**src/rtl/ring_pkg.sv**
```systemverilog
// ---------------------------------------------------------------------------
// ring_pkg
//   Shared definitions for the ring counter seed loader.
//   - ring_state_t    : loader state encodings
//   - popcount()      : number of set bits in the low w bits of a vector
//   - seed_is_illegal(): true when the low w bits are all 0 or all 1
//   Vectors are passed zero-extended to MAX_W bits so the functions can
//   serve any ring width up to MAX_W.
// ---------------------------------------------------------------------------
package ring_pkg;

   localparam int unsigned MAX_W = 64;

   typedef enum logic [2:0] {
      IDLE    = 3'd0,
      APPLY   = 3'd1,
      RELEASE = 3'd2,
      RUN     = 3'd3,
      ERROR   = 3'd4
   } ring_state_t;

   function automatic int unsigned popcount(input logic [MAX_W-1:0] v,
                                            input int unsigned       w);
      int unsigned n;
      n = 0;
      for (int unsigned i = 0; i < MAX_W; i++) begin
         if (i < w && v[i]) n++;
      end
      return n;
   endfunction

   // A ring holding all 0s or all 1s looks identical after rotation,
   // so neither pattern can be checked for corruption.
   function automatic logic seed_is_illegal(input logic [MAX_W-1:0] v,
                                            input int unsigned       w);
      logic all_one;
      logic any_one;
      all_one = 1'b1;
      any_one = 1'b0;
      for (int unsigned i = 0; i < MAX_W; i++) begin
         if (i < w) begin
            all_one = all_one & v[i];
            any_one = any_one | v[i];
         end
      end
      return !any_one || all_one;
   endfunction

endpackage

```
**src/rtl/ring_popcount.sv**
```systemverilog
// ---------------------------------------------------------------------------
// ring_popcount
//   Combinational population count of a WIDTH-bit vector.
//   Ports:
//     i_vec   [WIDTH]            vector to count
//     o_count [clog2(WIDTH+1)]   number of set bits
// ---------------------------------------------------------------------------
module ring_popcount
   import ring_pkg::*;
#(
   parameter int unsigned WIDTH = 4
) (
   input  logic [WIDTH-1:0]             i_vec,
   output logic [$clog2(WIDTH+1)-1:0]   o_count
);

   localparam int unsigned CW = $clog2(WIDTH + 1);

   logic [MAX_W-1:0] w_ext;

   assign w_ext   = MAX_W'(i_vec);
   assign o_count = CW'(popcount(w_ext, WIDTH));

endmodule

```
**src/rtl/ring_seed_loader.sv**
```systemverilog
// ---------------------------------------------------------------------------
// ring_seed_loader
//   Loads a seed pattern into a preset/reset D-flip-flop ring counter by
//   driving its active-low per-bit preset/reset vectors for HOLD_CYCLES
//   cycles, releases the ring for one cycle, then monitors it while it runs.
//   Corruption (seed not taken, or popcount drift while running) raises a
//   fault pulse and reloads the seed up to MAX_RETRY times before ERROR.
//   Ports:
//     clk        rising-edge clock shared with the ring
//     rst        asynchronous active-high reset
//     start      load request, honoured in IDLE or ERROR
//     stop       abort to IDLE from any state, wins over start
//     seed       pattern to load (bit i = 1 -> ring q[i] = 1)
//     ring_q     ring q feedback
//     preset_n   active-low per-bit preset to ring
//     reset_n    active-low per-bit reset to ring
//     busy       high in APPLY or RELEASE
//     running    high in RUN
//     fault      one-cycle pulse per detected fault
//     error      high in ERROR
//     seed_err   one-cycle pulse when start carries an illegal seed
//     retry_cnt  reloads since the last accepted start
// ---------------------------------------------------------------------------
module ring_seed_loader
   import ring_pkg::*;
#(
   parameter int unsigned WIDTH       = 4,
   parameter int unsigned HOLD_CYCLES = 2,
   parameter int unsigned MAX_RETRY   = 3,
   parameter int unsigned AUTO_RELOAD = 1
) (
   input  logic                               clk,
   input  logic                               rst,
   input  logic                               start,
   input  logic                               stop,
   input  logic [WIDTH-1:0]                   seed,
   input  logic [WIDTH-1:0]                   ring_q,
   output logic [WIDTH-1:0]                   preset_n,
   output logic [WIDTH-1:0]                   reset_n,
   output logic                               busy,
   output logic                               running,
   output logic                               fault,
   output logic                               error,
   output logic                               seed_err,
   output logic [$clog2(MAX_RETRY+1)-1:0]     retry_cnt
);

   localparam int unsigned CW = $clog2(WIDTH + 1);
   localparam int unsigned RW = $clog2(MAX_RETRY + 1);
   localparam int unsigned HW = (HOLD_CYCLES > 1) ? $clog2(HOLD_CYCLES) : 1;

   localparam logic [HW-1:0] HOLD_LAST = HW'(HOLD_CYCLES - 1);
   localparam logic [RW-1:0] RETRY_MAX = RW'(MAX_RETRY);

   ring_state_t       r_state;
   logic [WIDTH-1:0]  r_seed;
   logic [HW-1:0]     r_hold;
   logic [RW-1:0]     r_retry;
   logic [WIDTH-1:0]  r_preset_n;
   logic [WIDTH-1:0]  r_reset_n;
   logic              r_busy;
   logic              r_running;
   logic              r_fault;
   logic              r_error;
   logic              r_seed_err;

   logic [MAX_W-1:0]  w_seed_ext;
   logic              w_seed_bad;
   logic [CW-1:0]     w_q_pop;
   logic [CW-1:0]     w_seed_pop;
   logic              w_can_retry;

   assign w_seed_ext  = MAX_W'(seed);
   assign w_seed_bad  = seed_is_illegal(w_seed_ext, WIDTH);
   assign w_can_retry = (r_retry < RETRY_MAX);

   ring_popcount #(.WIDTH(WIDTH)) u_pop_q (
      .i_vec   (ring_q),
      .o_count (w_q_pop)
   );

   ring_popcount #(.WIDTH(WIDTH)) u_pop_seed (
      .i_vec   (r_seed),
      .o_count (w_seed_pop)
   );

   // Outputs are written together with the next state so every output
   // changes on the edge that enters the corresponding state.
   always_ff @(posedge clk or posedge rst) begin
      if (rst) begin
         r_state    <= IDLE;
         r_seed     <= '0;
         r_hold     <= '0;
         r_retry    <= '0;
         r_preset_n <= '1;
         r_reset_n  <= '1;
         r_busy     <= 1'b0;
         r_running  <= 1'b0;
         r_fault    <= 1'b0;
         r_error    <= 1'b0;
         r_seed_err <= 1'b0;
      end else begin
         r_fault    <= 1'b0;
         r_seed_err <= 1'b0;
         if (stop) begin
            r_state    <= IDLE;
            r_preset_n <= '1;
            r_reset_n  <= '1;
            r_busy     <= 1'b0;
            r_running  <= 1'b0;
            r_error    <= 1'b0;
         end else begin
            case (r_state)
               IDLE, ERROR: begin
                  if (start) begin
                     if (w_seed_bad) begin
                        r_seed_err <= 1'b1;
                     end else begin
                        r_state    <= APPLY;
                        r_seed     <= seed;
                        r_retry    <= '0;
                        r_hold     <= '0;
                        r_preset_n <= ~seed;
                        r_reset_n  <= seed;
                        r_busy     <= 1'b1;
                        r_running  <= 1'b0;
                        r_error    <= 1'b0;
                     end
                  end
               end

               APPLY: begin
                  if (r_hold != HOLD_LAST) begin
                     r_hold <= r_hold + HW'(1);
                  end else if (ring_q == r_seed) begin
                     r_state    <= RELEASE;
                     r_preset_n <= '1;
                     r_reset_n  <= '1;
                  end else begin
                     r_fault <= 1'b1;
                     if (w_can_retry) begin
                        r_retry    <= r_retry + RW'(1);
                        r_hold     <= '0;
                        r_preset_n <= ~r_seed;
                        r_reset_n  <= r_seed;
                     end else begin
                        r_state    <= ERROR;
                        r_preset_n <= '1;
                        r_reset_n  <= '1;
                        r_busy     <= 1'b0;
                        r_error    <= 1'b1;
                     end
                  end
               end

               RELEASE: begin
                  r_state   <= RUN;
                  r_busy    <= 1'b0;
                  r_running <= 1'b1;
               end

               RUN: begin
                  // Rotation preserves the number of ones in the ring.
                  if (w_q_pop != w_seed_pop) begin
                     r_fault   <= 1'b1;
                     r_running <= 1'b0;
                     if (AUTO_RELOAD != 0 && w_can_retry) begin
                        r_state    <= APPLY;
                        r_retry    <= r_retry + RW'(1);
                        r_hold     <= '0;
                        r_preset_n <= ~r_seed;
                        r_reset_n  <= r_seed;
                        r_busy     <= 1'b1;
                     end else begin
                        r_state <= ERROR;
                        r_error <= 1'b1;
                     end
                  end
               end

               default: begin
                  r_state    <= IDLE;
                  r_preset_n <= '1;
                  r_reset_n  <= '1;
                  r_busy     <= 1'b0;
                  r_running  <= 1'b0;
                  r_error    <= 1'b0;
               end
            endcase
         end
      end
   end

   assign preset_n  = r_preset_n;
   assign reset_n   = r_reset_n;
   assign busy      = r_busy;
   assign running   = r_running;
   assign fault     = r_fault;
   assign error     = r_error;
   assign seed_err  = r_seed_err;
   assign retry_cnt = r_retry;

endmodule

```
**config.mk**
```make
export PLATFORM = sky130hd
export DESIGN_NAME = ring_seed_loader
export DESIGN_NICKNAME = d
export VERILOG_FILES = /design/src/rtl/ring_pkg.sv /design/src/rtl/ring_popcount.sv /design/src/rtl/ring_seed_loader.sv
export SDC_FILE = /design/constraint.sdc
export NUM_CORES = 1
export LEC_CHECK = 0
export ABC_AREA = 1
export BUFFER_PORTS_ARGS = -buffer_cell sky130_fd_sc_hd__clkbuf_2
export CAP_MARGIN = 15
export CORE_ASPECT_RATIO = 1.4
export CORE_MARGIN = 3
export CORE_UTILIZATION = 40
export CTS_CLUSTER_SIZE = 20
export DETAILED_ROUTE_END_ITERATION = 6
export GPL_TIMING_DRIVEN = 0
export HOLD_SLACK_MARGIN = 0.08
export SLEW_MARGIN = 25
export SYNTH_ARGS = -nofsm -noshare
export SYNTH_HDL_FRONTEND = slang
export SYNTH_SLANG_ARGS = --single-unit
```
**constraint.sdc**
```tcl
create_clock -name clk -period 3.65 [get_ports clk]
set_input_delay 0.73 -clock clk [delete_from_list [all_inputs] [get_ports clk]]
set_output_delay 0.73 -clock clk [all_outputs]
set_load 0.1 [all_outputs]
```
==> results_dict.tcl <==
set metrics [dict create \
    drt_iter0_drc 54 \
    final_cell_mix "95 x nand2_1, 42 x inv_1, 26 x clkbuf_2" \
    ir_worst_vdd_uv 336.8 \
    placement.io_buffers 26 \
    h-tree-depth 1 \
    post-place-cells 359 \
    finalMaxSlewViolations 0 \
    routed_wl_um 4202 \
    crit_path_end_kind "flop" \
    synth_edf_count 0 \
    synth_cell_types 30 \
    cts_hold_buf 0 \
    synth_area_leaders "dfrtp_1 21%, nand2_1 20%, dfstp_2 12%" \
    dieArea_um2 5425 \
    dr.pass1.iters 4 \
    drv_cap 0 \
    synthFlopType "dfrtp_1" \
    cpPeakStageDelay_ps 320 \
    instances_no_fill 363 \
    drc_errors 0 \
    dieHeight_um 85.96 \
    start_util_pct 42.39 \
    routed_via_density 4.975 \
    clk_path_buf_depth 2 \
    power_w 0.001874 \
    fillers 508 \
    slew_headroom_pct 43.01 \
    tightestPinTransition_ps 853.9 \
    crit_start "ring_q[1]" \
    slowest_stage "ha_1" \
    register_area_um2 585.6 \
    final_common_cell "nand2_1" \
    fp-row-count 28 \
    worstPathRequired_ps 3810 \
    num_antenna_cells 0 \
    start_kind "input port" \
    die_x_um 63.12 \
    syn_area_um2 1827 \
    place_congestion 0.8611 \
    r2r_start "r_seed[0]" \
    fin_setup_tns_ps 0 \
    avgSynthCellArea_um2 6.691 \
    hold_viol_final 0 \
    clk_pin_slew_ps 80 \
    cp_common_cell "nand2_1" \
    p_per_area_nw_per_um2 901.6 \
    rsz0062_at_grt "false" \
    cts_sinks 23 \
    max_freq_ghz 0.3680 \
    p_leak_nw 1.151 \
    drtAntennaViolNets 0 \
    area_growth_pct 13.77 \
    syn_inst 273 \
    crit_arrival_ps 2880 \
    worstSetupPathType "input port to flop" \
    synth_nets 292 \
    final_util_pct 48.23 \
    yosysTopAreaCellShare_pct 20.55 \
    yosys_warnings 0 \
    min_period_ps 2718 \
    ys_ff_latch 23 \
    cts_tree "yes" \
    finClkSkew_ps 6.735 \
    core_um2 4309 \
    min_from "reset_n[3]" \
    path_cells "clkbuf_2 -> inv_1 -> ha_1 -> inv_1 -> nand2_1 -> nand2_1 -> ha_1 -> or2_1 -> nand2_1 -> nand2_1 -> nand2_1 -> nand2_1 -> nor2_2 -> nand3_4 -> buf_6 -> nand4_1 -> nand2_1" \
    path_max_fanout 10 \
    cts_buffers 3 \
    status "completed" \
    grt.total_usage_pct 16.92 \
    cts_root_buffer "clkbuf_8" \
    ys_async_sr_fraction_pct 100.0 \
    pre_cts_ws_ps 627.3 \
    multi_input_area_um2 1013 \
    ios 27 \
    drt-wirelength-per-cell_um 11.58 \
    grt_first_pass_wirelength_um 7348 \
    ctsResizeCount 0 \
    dp_hpwl_um 3475 \
    synth_seq_area_share_pct 32.05 \
    period_share_pct 74.46 \
    insertion_delay_ps 270 \
    grt.overflow.total 0 \
    drive_gt1_share_pct 17.82 \
    grt_pass1_vias 1717 \
    synth_top_cell_by_area "dfrtp_1" \
    cts_setup_buffers 0 \
    grt_max_degree 24 \
    hold_class "flop to flop" \
    fin_nets 323 \
    antenna_found_initial 0 \
    vias 1806 \
    setup_slack_ps 932.3 \
    finalSetupViolCount 0 \
]
-- stage by stage --
step,hold WS [ps],area (um^2)
6_report,463.9,2078
2_1_floorplan,495.2,1827
3_5_place_dp,453.7,2032
5_1_grt,492.1,2078
4_1_cts,466.8,2078
3_3_place_gp,453.5,2032
-- cell usage after synthesis (2+ instances only) --
master   number
buf_2         2
inv_2         5
o21ai_0       6
dfrtp_1      15
a21oi_1       4
a31oi_1       2
ha_1          7
nor2_1       15
nand4_1      23
nand3_4       2
xor2_1        2
xnor2_1       2
nand2_1      95
inv_1        42
buf_6         3
dfstp_2       8
o22ai_1      10
nand3_1      17
o31ai_1       2
-- metal layers --
layer | share of wire, % | global-route usage (%)
met1 | 42 | 18.99
met2 | 53 | 31.51
met3 | 3.2 | 2.228
met4 | 2.0 | 7.430
met5 | 0 | 0
-- critical path: cells and delay by family --
family	cells	cell delay, ps
AND/OR/NAND/NOR	11	1110
adder cells (fa/ha/maj)	2	620
buffers and inverters	4	430
-- sequential cells by signal (all words and copies together) (netlist names) --
| name | flops |
|---|---|
| fault | 1 |
| r_hold | 1 |
| busy | 1 |
| seed_err | 1 |
| r_state | 3 |
| reset_n | 4 |
| retry_cnt | 2 |
| running | 1 |
| error | 1 |
| preset_n | 4 |
| r_seed | 4 |
-- cell families after synthesis --
group | count (synthesis) | share of synthesized area, %
fa+ha+maj | 7 | 4.794
flops | 23 | 32.05
xor+xnor | 4 | 1.918
compound gates | 25 | 8.219
simple gates | 160 | 40.55
buf+inv | 54 | 12.47
-- final cells by class --
class | instances | share of cell area, %
Multi-Input combinational cell | 196 | 48.77
Sequential cell | 23 | 28.18
Inverter | 48 | 8.669
Timing Repair Buffer | 26 | 6.261
Tap cell | 60 | 3.612
Buffer | 6 | 2.288
Clock buffer | 3 | 1.987
Clock inverter | 1 | 0.2408
-- worst paths after layout --
check | to | depth (start not counted) | slack, ps
setup / recovery | busy | 17 | 930
min in group asynchronous | running | 2 | 600
hold / removal | reset_n[3] | 2 | 460
max in group asynchronous | error | 2 | 2520
hold reg to reg | reset_n[3] | 2 | 460
setup reg to reg | busy | 16 | 1030
-- power breakdown --
part,internal [W],switching [W]
Clock,0.0000764,0.0000854
Combinational,0.000323,0.000931
Sequential,0.000380,0.0000788
Power figures use the tool's default switching activity.
